`src/rtl/vu_frame_sequencer.sv`:
```
// Frame sequencer: tracks the per-frame maximum level and commits bar/peak heights on each vs rising edge.
// Define PEAK_HOLD_EN to build the peak-hold/decay stage; otherwise the peak marker follows the bar.
module vu_frame_sequencer #(
   parameter int LVL_W       = 9,
   parameter int MAX_LVL     = 480,
   parameter int HOLD_FRAMES = 30,
   parameter int DECAY_STEP  = 4
) (
   input  logic             clk,
   input  logic             rst,
   input  logic             vs,
   input  logic             smp_valid,
   input  logic [LVL_W-1:0] smp_data,
   output logic             smp_ready,
   output logic [LVL_W-1:0] bar_lvl,
   output logic [LVL_W-1:0] peak_lvl,
   output logic             cfg_valid
);

   localparam logic [1:0] ST_ACCUM   = 2'd0;
   localparam logic [1:0] ST_COMMIT  = 2'd1;
   localparam logic [1:0] ST_PUBLISH = 2'd3;
`ifdef PEAK_HOLD_EN
   localparam logic [1:0] ST_PEAK    = 2'd2;
   localparam logic [7:0] HOLD_C     = 8'(HOLD_FRAMES);
   localparam logic [LVL_W-1:0] DECAY_C = LVL_W'(DECAY_STEP);
`endif
   localparam logic [LVL_W-1:0] MAX_C = LVL_W'(MAX_LVL);

   // Out-of-range configuration stops elaboration instead of silently truncating.
   if (HOLD_FRAMES < 0 || HOLD_FRAMES > 255 || DECAY_STEP < 0 || MAX_LVL < 0 ||
       MAX_LVL >= 2**LVL_W) begin : g_bad_cfg
      $error("vu_frame_sequencer: parameter out of range");
   end

   logic [1:0]       state;
   logic [1:0]       state_nxt;
   logic             vs_d;
   logic             rise;
   logic             smp_fire;
   logic [LVL_W-1:0] acc;
`ifdef PEAK_HOLD_EN
   logic [7:0]       hold_cnt;
`endif

   function automatic logic [LVL_W-1:0] sat_lvl(input logic [LVL_W-1:0] v);
      return (v > MAX_C) ? MAX_C : v;
   endfunction

   function automatic logic [LVL_W-1:0] max_lvl(input logic [LVL_W-1:0] a,
                                                 input logic [LVL_W-1:0] b);
      return (a > b) ? a : b;
   endfunction

`ifdef PEAK_HOLD_EN
   // Decay clamps at zero before flooring at the current bar height.
   function automatic logic [LVL_W-1:0] decay_lvl(input logic [LVL_W-1:0] pk,
                                                   input logic [LVL_W-1:0] bar);
      logic [LVL_W-1:0] dropped;
      dropped = (pk > DECAY_C) ? (pk - DECAY_C) : '0;
      return max_lvl(dropped, bar);
   endfunction
`endif

   assign rise     = vs & ~vs_d;
   assign smp_fire = smp_valid & smp_ready;

   always_comb begin
      state_nxt = state;
      case (state)
         ST_ACCUM:   if (rise) state_nxt = ST_COMMIT;
`ifdef PEAK_HOLD_EN
         ST_COMMIT:  state_nxt = ST_PEAK;
         ST_PEAK:    state_nxt = ST_PUBLISH;
`else
         ST_COMMIT:  state_nxt = ST_PUBLISH;
`endif
         ST_PUBLISH: state_nxt = ST_ACCUM;
         default:    state_nxt = ST_ACCUM;
      endcase
   end

   always_ff @(posedge clk) begin
      if (rst) begin
         state     <= ST_ACCUM;
         vs_d      <= 1'b1;
         acc       <= '0;
         bar_lvl   <= '0;
         peak_lvl  <= '0;
         smp_ready <= 1'b0;
         cfg_valid <= 1'b0;
`ifdef PEAK_HOLD_EN
         hold_cnt  <= '0;
`endif
      end else begin
         vs_d      <= vs;
         state     <= state_nxt;
         smp_ready <= (state_nxt == ST_ACCUM);
         cfg_valid <= (state_nxt == ST_PUBLISH);
         case (state)
            // A sample accepted in the rise cycle still belongs to the closing frame.
            ST_ACCUM: begin
               if (smp_fire) acc <= max_lvl(acc, sat_lvl(smp_data));
            end
            ST_COMMIT: begin
               bar_lvl <= acc;
               acc     <= '0;
`ifndef PEAK_HOLD_EN
               peak_lvl <= acc;
`endif
            end
`ifdef PEAK_HOLD_EN
            ST_PEAK: begin
               if (bar_lvl >= peak_lvl) begin
                  peak_lvl <= bar_lvl;
                  hold_cnt <= HOLD_C;
               end else if (hold_cnt != 8'd0) begin
                  hold_cnt <= hold_cnt - 8'd1;
               end else begin
                  peak_lvl <= decay_lvl(peak_lvl, bar_lvl);
               end
            end
`endif
            default: ;
         endcase
      end
   end

endmodule

```
`config.mk`:
```
export PLATFORM = sky130hd
export DESIGN_NAME = vu_frame_sequencer
export DESIGN_NICKNAME = d
export VERILOG_FILES = /design/src/rtl/vu_frame_sequencer.sv
export SDC_FILE = /design/constraint.sdc
export NUM_CORES = 1
export LEC_CHECK = 0
export CAP_MARGIN = 30
export CORE_UTILIZATION = 45
export CTS_CLUSTER_SIZE = 40
export DETAILED_ROUTE_END_ITERATION = 10
export GPL_ROUTABILITY_DRIVEN = 1
export HOLD_SLACK_MARGIN = 0.12
export PLACE_DENSITY = 0.77
export SLEW_MARGIN = 10
export SYNTH_ARGS = -nofsm -noshare
export SYNTH_HDL_FRONTEND = slang
export SYNTH_SLANG_ARGS = --single-unit
```
`constraint.sdc`:
```
create_clock -name clk -period 3.3 [get_ports clk]
set_clock_uncertainty 0.15 [all_clocks]
set_input_delay 0.66 -clock clk [delete_from_list [all_inputs] [get_ports clk]]
set_output_delay 0.66 -clock clk [all_outputs]
set_load 0.01 [all_outputs]
```
==> results of run 1 <==
## Yosys cell counts (2+ instances only)
cell | count | area share [%]
sky130_fd_sc_hd__a32o_2 | 4 | 4.1
sky130_fd_sc_hd__dfxtp_1 | 22 | 40
sky130_fd_sc_hd__nor3_1 | 2 | 0.92
sky130_fd_sc_hd__nand4_1 | 2 | 1.1
sky130_fd_sc_hd__a21o_1 | 3 | 2.1
sky130_fd_sc_hd__a21oi_1 | 12 | 5.5
sky130_fd_sc_hd__nand2_1 | 22 | 7.6
sky130_fd_sc_hd__ha_1 | 9 | 10
sky130_fd_sc_hd__inv_1 | 6 | 2.1
sky130_fd_sc_hd__buf_4 | 10 | 6.9
sky130_fd_sc_hd__nor2_1 | 3 | 1.0
sky130_fd_sc_hd__clkbuf_1 | 3 | 1.0
sky130_fd_sc_hd__a22o_1 | 5 | 4.0
## state kept, by name, indices dropped and copies added (netlist names)
name       cells
peak_lvl       9
cfg_valid      1
state          1
acc            9
vs_d           1
smp_ready      1
## cell type report
type	count	share of cell area [%]
multi-input combinational	75	36.7
tap	28	2.42
timing repair buffer	42	27.3
clock buffer	3	1.56
inverter	6	1.56
sequential	22	30.4
## layer usage
metal  global-route usage, %  share of wire, %
met5                       0                 0
met4                    11.7               3.5
met3                    2.98               4.2
met2                    37.9                49
met1                    26.4                43
## report_power, final
part	switching, mW	total (mW)	internal, mW
Clock	0.0768	0.119	0.0427
Sequential	0.00920	0.284	0.275
Combinational	0.0446	0.0952	0.0506
## worst paths after layout
check,start,end,cells past startpoint,slack (ps)
setup / recovery,smp_data[5],acc[5]$_SDFFE_PP0P_,9,220
hold / removal,peak_lvl[1]$_SDFFE_PP0P_,peak_lvl[1]$_SDFFE_PP0P_,2,320
setup reg to reg,acc[4]$_SDFFE_PP0P_,acc[5]$_SDFFE_PP0P_,6,920
hold reg to reg,peak_lvl[1]$_SDFFE_PP0P_,peak_lvl[1]$_SDFFE_PP0P_,2,320
## logic make-up (layout without fill, tap and decap cells)
kind of cell | count (synthesis) | count (layout) | share of synthesized area [%]
AND/OR/NAND/NOR | 36 | 36 | 14.9
buffers and inverters | 20 | 51 | 10.9
flip-flops | 22 | 22 | 40.4
AO/OA/AOI/OAI | 30 | 30 | 23.5
adder cells (fa/ha/maj) | 9 | 9 | 10.3
## per-stage QoR
stage	hold slack [ps]	util (%)
2_1_floorplan	295	-
3_3_place_gp	304	63.2
3_5_place_dp	313	63.2
4_1_cts	329	64.2
5_1_grt	363	64.2
6_report	323	64.2
## tightest hold or removal path: stages (launching register included)
cell,delay [ps]
sky130_fd_sc_hd__dfxtp_1,330
sky130_fd_sc_hd__nand2_1,50
sky130_fd_sc_hd__a21oi_1,50
==> results.md, run 1 <==
* Max-slew violations at 0
* Multi-input combinational cell area at between 500 and 600 um2
* Flops & latches, synth at 22
* Share of the clock period used by the worst path at 93.2%
* Final number of setup-violating endpoints at 0
* Global-route total usage across every layer at 22.1%
* Hold-fix buffers at CTS at 0
* Post-CTS clock slew at the launch and capture registers of the worst setup and hold paths at 110 ps
* Count of placed standard cells in the final layout, fillers left out at 176
* Final Cell Area at 1450 um2
* Number of vias after detailed routing at 988
* Setup Total Neg Slack at 0 ps
* Top delay family on crit path: compound AO/OA/AOI/OAI gates
* Register area share after synthesis at between 40% and 50%
* Worst min-delay path category: reg -> reg
* Setup crit end kind: register
* Maximum clock frequency at 0.325 GHz
* Cell count after placement at 173
* Die footprint at 2630 um2
* Run status: finished clean
* Largest net degree at the start of global routing at 17
* Number of global-route vias before repair at about 930
* Wire length reported by the detailed router at 2510 um
* Post-CTS resize count at 0
* Final Total Pwr at 0.499 mW
* Number of top-level pins at 33
* Nets in the synthesized netlist at about 140
* Number of clock sinks seen by CTS at 22
* Pre-CTS setup slack at -46.8 ps
* Total power density per cell area at 344 nW/um2
* CTS tree: built
* Drt drc at 0
* Number of antenna violations at the first check in global routing at 0
* Type of the setup path with the least slack: in -> reg
* Synth async-reset ratio at 0%
* Cell at the root of the clock tree: sky130_fd_sc_hd__clkbuf_4
* Element type at the critical path start: primary input
* Initial drt markers at 12
* Number of rows in the core area at 17
* Estimated wirelength of the detail-placed design at slightly below 2000 um
* Cell count after synthesis at 117
* Warning count from the yosys run at 0
* Standard cell core area at approximately 2300 um2
* H-Tree Depth at 1
* Post-CTS Setup Repair Bufs at 0
* Area of placed instances at between 1000 and 1500 um2
* FF+latch area at between 400 and 500 um2
* Average instance area after synthesis at 9.33 um2
* Most frequent cells in the layout: 32 x sky130_fd_sc_hd__clkdlybuf4s50_1, 22 x sky130_fd_sc_hd__nand2_1, 22 x sky130_fd_sc_hd__dfxtp_1, 12 x sky130_fd_sc_hd__a21oi_1, 10 x sky130_fd_sc_hd__buf_4
* Endpoint required time on the critical path at about 3400 ps
* Min setup slack post-route at approximately 220 ps
* Vias per std cell at 5.61
* Largest stage delay on the critical path at 560 ps
* Starting Density at between 40% and 50%
* Detail-routed net length per standard cell at around 14 um
* Count of antenna-violating nets left after detailed routing at 0
* Cell breakdown of the critical path: clkdlybuf4s50_1 > nand4_1 > nand2_1 > ha_1 > and3_1 > nand3_2 > o311a_4 > o41ai_4 > a22o_1
* Width of the chip at 51.2 um
* Total of buffers placed on input and output ports at 32
* Number of buffers created by CTS at 3
* Max-slew headroom at the worst pin at 55.0%
* Setup repair after global routing missed its margin: false
* CP Max Fanout at 9
* Library cell contributing the largest single delay on the critical path: sky130_fd_sc_hd__o41ai_4
* Final period demand of the worst path at 3080 ps
* IR drop worst, VDD at 240 uV
* Height of the die at 51.2 um
* First-pass GRT wire length at approximately 4200 um
* Clock latency on the worst-skew pair at 300 ps
* Post-synthesis instance area at around 1100 um2
* Total of fill cells in the finished design at 201
* Inserted Diodes at 0
* Yosys cell types at 27
* Max clock buf depth at 2
* Most common library cell in the layout ignoring fill and taps: sky130_fd_sc_hd__clkdlybuf4s50_1
* Slew at the pin with the worst max-slew slack at between 600 and 700 ps
* EDFF count, synth at 0
* Relative area change from synthesis to final layout at 32.7%
* Number of nets in the finished design at 172
* Ratio of cells with drive above 1 in the final layout at 14.2%
* Number of buffers and inverters on the critical path at 1
* Commonest register cell after synthesis: sky130_fd_sc_hd__dfxtp_1
* Count of TritonRoute iterations in the first routing pass at 4
* Remaining Overflow, GRT at 0
* Static power due to leakage at 0.636 nW
* Worst endpoint data arrival time at 3180 ps
* Placer congestion estimate at 0.886
* Reported max-cap violation count at 0
* Final hold violation count at 0
Power figures use the tool's default switching activity.
==> inputs of run 2 (changes only) <==
--- a/config.mk
+++ b/config.mk
@@ -9,9 +9,9 @@
 export CORE_UTILIZATION = 45
 export CTS_CLUSTER_SIZE = 40
 export DETAILED_ROUTE_END_ITERATION = 10
+export DONT_BUFFER_PORTS = 1
 export GPL_ROUTABILITY_DRIVEN = 1
 export HOLD_SLACK_MARGIN = 0.12
-export PLACE_DENSITY = 0.77
 export SLEW_MARGIN = 10
 export SYNTH_ARGS = -nofsm -noshare
 export SYNTH_HDL_FRONTEND = slang
==> constraint.sdc (replaced) <==
create_clock -name clk -period 3.6 [get_ports clk]
set_clock_uncertainty 0.15 [all_clocks]
set_input_delay 0.72 -clock clk [delete_from_list [all_inputs] [get_ports clk]]
set_output_delay 0.72 -clock clk [all_outputs]
set_load 0.01 [all_outputs]
==> run 2 against run 1 <==
Combinational power down 48%. Critical path depth down 1. Non-clock buffer count down 42. Register-to-register slack better by 280 ps. Wire length down 20%. Sequential share of layout area up 11 points. Utilization down 18 points. Final area down 27%. Sequential power down 7.7%. Sequential cell count unchanged. First-iteration DRC count up 92%. Highest routed layer is now met3.
==> results.md, run 2 (synthesis results as in run 1) <==
* Core occupancy in the finished layout at 46.7%
* Max-slew headroom at the worst pin at between 60% and 70%
* CTS tree: built
* Number of nets in the finished design at 130
* Clock group share of total power at 26.3%
* Placer congestion estimate at 0.751
* First-pass GRT wire length at 3390 um
* Type of the setup path with the least slack: in -> reg
* Element type at the critical path start: primary input
* Inserted Diodes at 0
* Combinational Power Share at a little under an eighth
* Number of buffers created by CTS at 3
* Drt drc at 0
* Internal power contribution at about 0.31 mW
* Final Total Pwr at 0.422 mW
* Pre-CTS setup slack at 446 ps
* Final number of setup-violating endpoints at 0
* Standard cell core area at 2250 um2
* H-Tree Depth at 1
* Post-CTS clock slew at the launch and capture registers of the worst setup and hold paths at 120 ps
* Reported max-cap violation count at 0
* Share of the clock period used by the worst path at 78.9%
* Switching power at approximately 0.11 mW
* IR drop worst, VDD at approximately 290 uV
* Max clock buf depth at 2
* Number of top-level pins at 33
* Registers with the most flip-flops: acc (9), peak_lvl (9)
* Setup Total Neg Slack at 0 ps
* Die footprint at ~2600 um2
* Cell at the root of the clock tree: sky130_fd_sc_hd__clkbuf_4
* CP Max Fanout at 9
* Total power density per cell area at 401 nW/um2
* Remaining Overflow, GRT at 0
* Setup crit end kind: register
* Static power due to leakage at roughly 0.47 nW
* Endpoint required time on the critical path at 3700 ps
* Number of global-route vias before repair at 772
* Initial drt markers at 23
* Vias per std cell at 5.75
* Largest net degree at the start of global routing at 17
* Final period demand of the worst path at 2840 ps
* Global-route total usage across every layer at 17.4%
* Wire length reported by the detailed router at roughly 2000 um
* Total of buffers placed on input and output ports at 0
* Final hold violation count at 0
* Sw Ratio at 25.7%
* Max-slew violations at 0
* Number of vias after detailed routing at 771
* Ratio of cells with drive above 1 in the final layout at 10.4%
* Hold-fix buffers at CTS at 0
* Detail-routed net length per standard cell at 15.0 um
* Count of antenna-violating nets left after detailed routing at 0
* Worst endpoint data arrival time at 2940 ps
* Run status: finished clean
* Number of rows in the core area at 17
* Relative area change from synthesis to final layout at -3.55%
* Width of the chip at 51.2 um
* Cell count after placement at roughly 130
* Starting Density at 48.4%
* Min setup slack post-route at 760 ps
* Post-CTS Setup Repair Bufs at 0
* Height of the die at 51.2 um
* Post-CTS resize count at 0
* Number of antenna violations at the first check in global routing at 0
* Clock latency on the worst-skew pair at 310 ps
* Most frequent cells in the layout: 22 x sky130_fd_sc_hd__nand2_1, 22 x sky130_fd_sc_hd__dfxtp_1, 12 x sky130_fd_sc_hd__a21oi_1, 9 x sky130_fd_sc_hd__ha_1, 6 x sky130_fd_sc_hd__inv_1
* Seq pwr share at 62.0%
* Maximum clock frequency at 0.352 GHz
* Number of clock sinks seen by CTS at 22
* Count of TritonRoute iterations in the first routing pass at 4
* Worst min-delay path category: in -> reg
* Count of placed standard cells in the final layout, fillers left out at 134
* Estimated wirelength of the detail-placed design at 1520 um
* Slew at the pin with the worst max-slew slack at 584 ps
* Setup repair after global routing missed its margin: false
run 2: per-layer routing:
metal  wire (um)  global-route usage, %
met1         863                   19.1
met2         970                   30.9
met3         176                   8.04
met4           0                   2.70
met5           0                      0
run 2: path summary, 6_finish.rpt:
check	endpoint	start	slack [ps]	depth (start not counted)
worst max-delay path	acc[4]$_SDFFE_PP0P_	smp_data[6]	760	8
worst min-delay path	peak_lvl[4]$_SDFFE_PP0P_	rst	310	1
worst max register to register	acc[4]$_SDFFE_PP0P_	acc[5]$_SDFFE_PP0P_	1200	6
worst min register to register	peak_lvl[0]$_SDFFE_PP0P_	acc[0]$_SDFFE_PP0P_	330	2
run 2: final cells by class:
type	count	area [um2]
clock buffer	3	22.5
fill	231	1200
tap	28	35.0
sequential	22	440
inverter	6	22.5
multi-input combinational	75	532
run 2: worst max-delay path, cell delays in order:
cell                       delay, ps
sky130_fd_sc_hd__nand4_1         280
sky130_fd_sc_hd__nand2_1         170
sky130_fd_sc_hd__ha_1            260
sky130_fd_sc_hd__a21o_1          190
sky130_fd_sc_hd__a221oi_1        380
sky130_fd_sc_hd__o311a_4         290
sky130_fd_sc_hd__o2111a_1        420
sky130_fd_sc_hd__a32o_2          220
run 2: metrics by stage:
stage	hold slack, ps	cell area, um2
floorplan	295	1090
global placement	313	1030
detailed placement	321	1030
CTS	305	1050
global route	293	1050
finish	314	1050
run 2: power by group through the flow:
stage,Clock (mW),Combinational (mW),Sequential (mW)
4_1_cts,0.114,0.0495,0.262
3_5_place_dp,0,0.0492,0.267
2_1_floorplan,0,0.0467,0.264
5_1_grt,0.124,0.0562,0.263
6_report,0.111,0.0493,0.262
3_3_place_gp,0,0.0477,0.267
==> inputs of run 3 (changes only) <==
==> constraint.sdc (replaced) <==
create_clock -name clk -period 2.3 [get_ports clk]
set_clock_uncertainty 0.15 [all_clocks]
set_input_delay 0.46 -clock clk [delete_from_list [all_inputs] [get_ports clk]]
set_output_delay 0.46 -clock clk [all_outputs]
set_load 0.01 [all_outputs]
==> run 3 against run 2 <==
Utilization up 5.8 points. Combinational power up 110%. First-iteration DRC count down 35%. Final cell count up 10%. Clock power up 57%. Count of clock-buffer cells in the layout unchanged.
==> results.md, run 3 (synthesis results as in run 1) <==
* Cell breakdown of the critical path: nand4_1 > buf_4 > and2_1 > ha_1 > nand4_1 > o2bb2ai_1 > o41ai_4 > buf_4 > a22o_1
* Largest stage delay on the critical path at 320 ps
* Width of the chip at 51.2 um
* Grt met2 use at around a quarter
* Height of the die at 51.2 um
* Number of clock sinks seen by CTS at 22
* Registers with the most flip-flops: acc (9), peak_lvl (9)
* Top delay family on crit path: compound AO/OA/AOI/OAI gates
* Min setup slack post-route at between 100 and 150 ps
* Number of top-level pins at 33
* Ratio of cells with drive above 1 in the final layout at 17.5%
* CP Max Fanout at 9
* Setup crit end kind: register
* Count of antenna-violating nets left after detailed routing at 0
* Standard cell core area at 2250 um2
* CTS tree: built
* Estimated wirelength of the detail-placed design at ~1600 um
* Count of TritonRoute iterations in the first routing pass at 4
* Max-slew violations at 0
* Run status: finished clean
* Number of global-route vias before repair at 790
* Pre-CTS setup slack at -248 ps
* Type of the setup path with the least slack: in -> reg
* Remaining Overflow, GRT at 0
* Global routing usage on met3 at under 10%
* Vias per std cell at between 5 and 6
* Static power due to leakage at between 0.5 and 0.6 nW
* Final Cell Area at 1180 um2
* Element type at the critical path start: primary input
* Count of placed standard cells in the final layout, fillers left out at about 150
* Wire length reported by the detailed router at 2260 um
* H-Tree Depth at 1
* Largest net degree at the start of global routing at 14
* Reported max-cap violation count at 0
* Max-slew headroom at the worst pin at 57.8%
* Cell at the root of the clock tree: sky130_fd_sc_hd__clkbuf_4
* Initial drt markers at 15
* Global-route total usage across every layer at 18.3%
* Drt drc at 0
* Share of the clock period used by the worst path at between 90% and 100%
* Placer congestion estimate at 0.815
* Area of placed instances at 1090 um2
* Endpoint required time on the critical path at between 2000 and 2500 ps
* Busiest metal layer after global routing: met2
* First-pass GRT wire length at 3500 um
* Clock latency on the worst-skew pair at approximately 300 ps
* Number of buffers created by CTS at 3
* Inserted Diodes at 0
* Total power density per cell area at 581 nW/um2
* Final hold violation count at 0
* Library cell contributing the largest single delay on the critical path: sky130_fd_sc_hd__o2bb2ai_1
* Number of rows in the core area at 17
* Most frequent cells in the layout: 22 x sky130_fd_sc_hd__nand2_1, 22 x sky130_fd_sc_hd__dfxtp_1, 12 x sky130_fd_sc_hd__a21oi_1, 9 x sky130_fd_sc_hd__ha_1, 8 x sky130_fd_sc_hd__buf_4
* Cell count after placement at 139
* Number of nets in the finished design at 144
* Relative area change from synthesis to final layout at 8.49%
* Final period demand of the worst path at 2190 ps
* Final number of setup-violating endpoints at 0
* Setup repair after global routing missed its margin: false
* Total of buffers placed on input and output ports at 0
* Final Total Pwr at 0.688 mW
* Worst endpoint data arrival time at about 2300 ps
* Number of buffers and inverters on the critical path at 2
* Hold_ws at roughly 170 ps
* Post-CTS Setup Repair Bufs at 0
* Met1 routing resource usage after global routing at between 20% and 30%
* Worst min-delay path category: in -> reg
* Number of antenna violations at the first check in global routing at 0
* Die footprint at between 2000 and 3000 um2
* IR drop worst, VDD at approximately 320 uV
* Maximum clock frequency at 0.456 GHz
* Slew at the pin with the worst max-slew slack at 632 ps
* Starting Density at around half
* Max clock buf depth at 2
* Detail-routed net length per standard cell at 15.3 um
* Post-CTS clock slew at the launch and capture registers of the worst setup and hold paths at 120 ps
* Total of fill cells in the finished design at between 200 and 250
* Number of vias after detailed routing at a little over 800
## run 3: cell count changes in the layout (fill, tap and decap cells not counted), sizes merged
cell	delta
buf	+8
dlygate4sd3	+6
## run 3: cell type report
cell class                 count  area [um2]  share of cell area [%]
tap                           28        35.0                    2.96
sequential                    22         440                    37.2
inverter                       6        22.5                    1.90
timing repair buffer          14         120                    10.1
clock buffer                   3        22.5                    1.90
multi-input combinational     75         543                    45.9
## run 3: repair_timing
item | 4_1_cts | 5_1_grt
hold endpoints to repair | 15 | 2
endpoints found under the setup margin | 0 | 9
hold buffers | 4 | 2
resized for setup | 0 | 1
## run 3: final timing paths
check / start / endpoint / slack [ps] / cells after the start
max: smp_data[6] / acc[6]$_SDFFE_PP0P_ / 110 / 9
min: smp_data[4] / acc[4]$_SDFFE_PP0P_ / 170 / 1
max reg2reg: acc[5]$_SDFFE_PP0P_ / acc[2]$_SDFFE_PP0P_ / 140 / 7
min reg2reg: acc[3]$_SDFFE_PP0P_ / peak_lvl[3]$_SDFFE_PP0P_ / 330 / 2
## run 3: metal layers
metal	vias up	part of all wire, %
li1	412	-
met1	375	45
met2	22	47
met3	2	6.9
met4	0	0.75
met5	-	0
## run 3: power breakdown
| part | switching, mW | internal, mW | leakage, nW |
|---|---|---|---|
| registers | 0.0145 | 0.394 | 0.179 |
| logic | 0.0521 | 0.0527 | 0.345 |
| clock network | 0.113 | 0.0609 | 0.0138 |
## run 3: per-stage QoR
stage | util, % | setup TNS (ps)
6_report | 52.5 | 0
5_1_grt | 52.5 | 0
4_1_cts | 51.3 | 0
3_5_place_dp | 48.6 | -2170
3_3_place_gp | 48.6 | -1670
2_1_floorplan | - | -1180
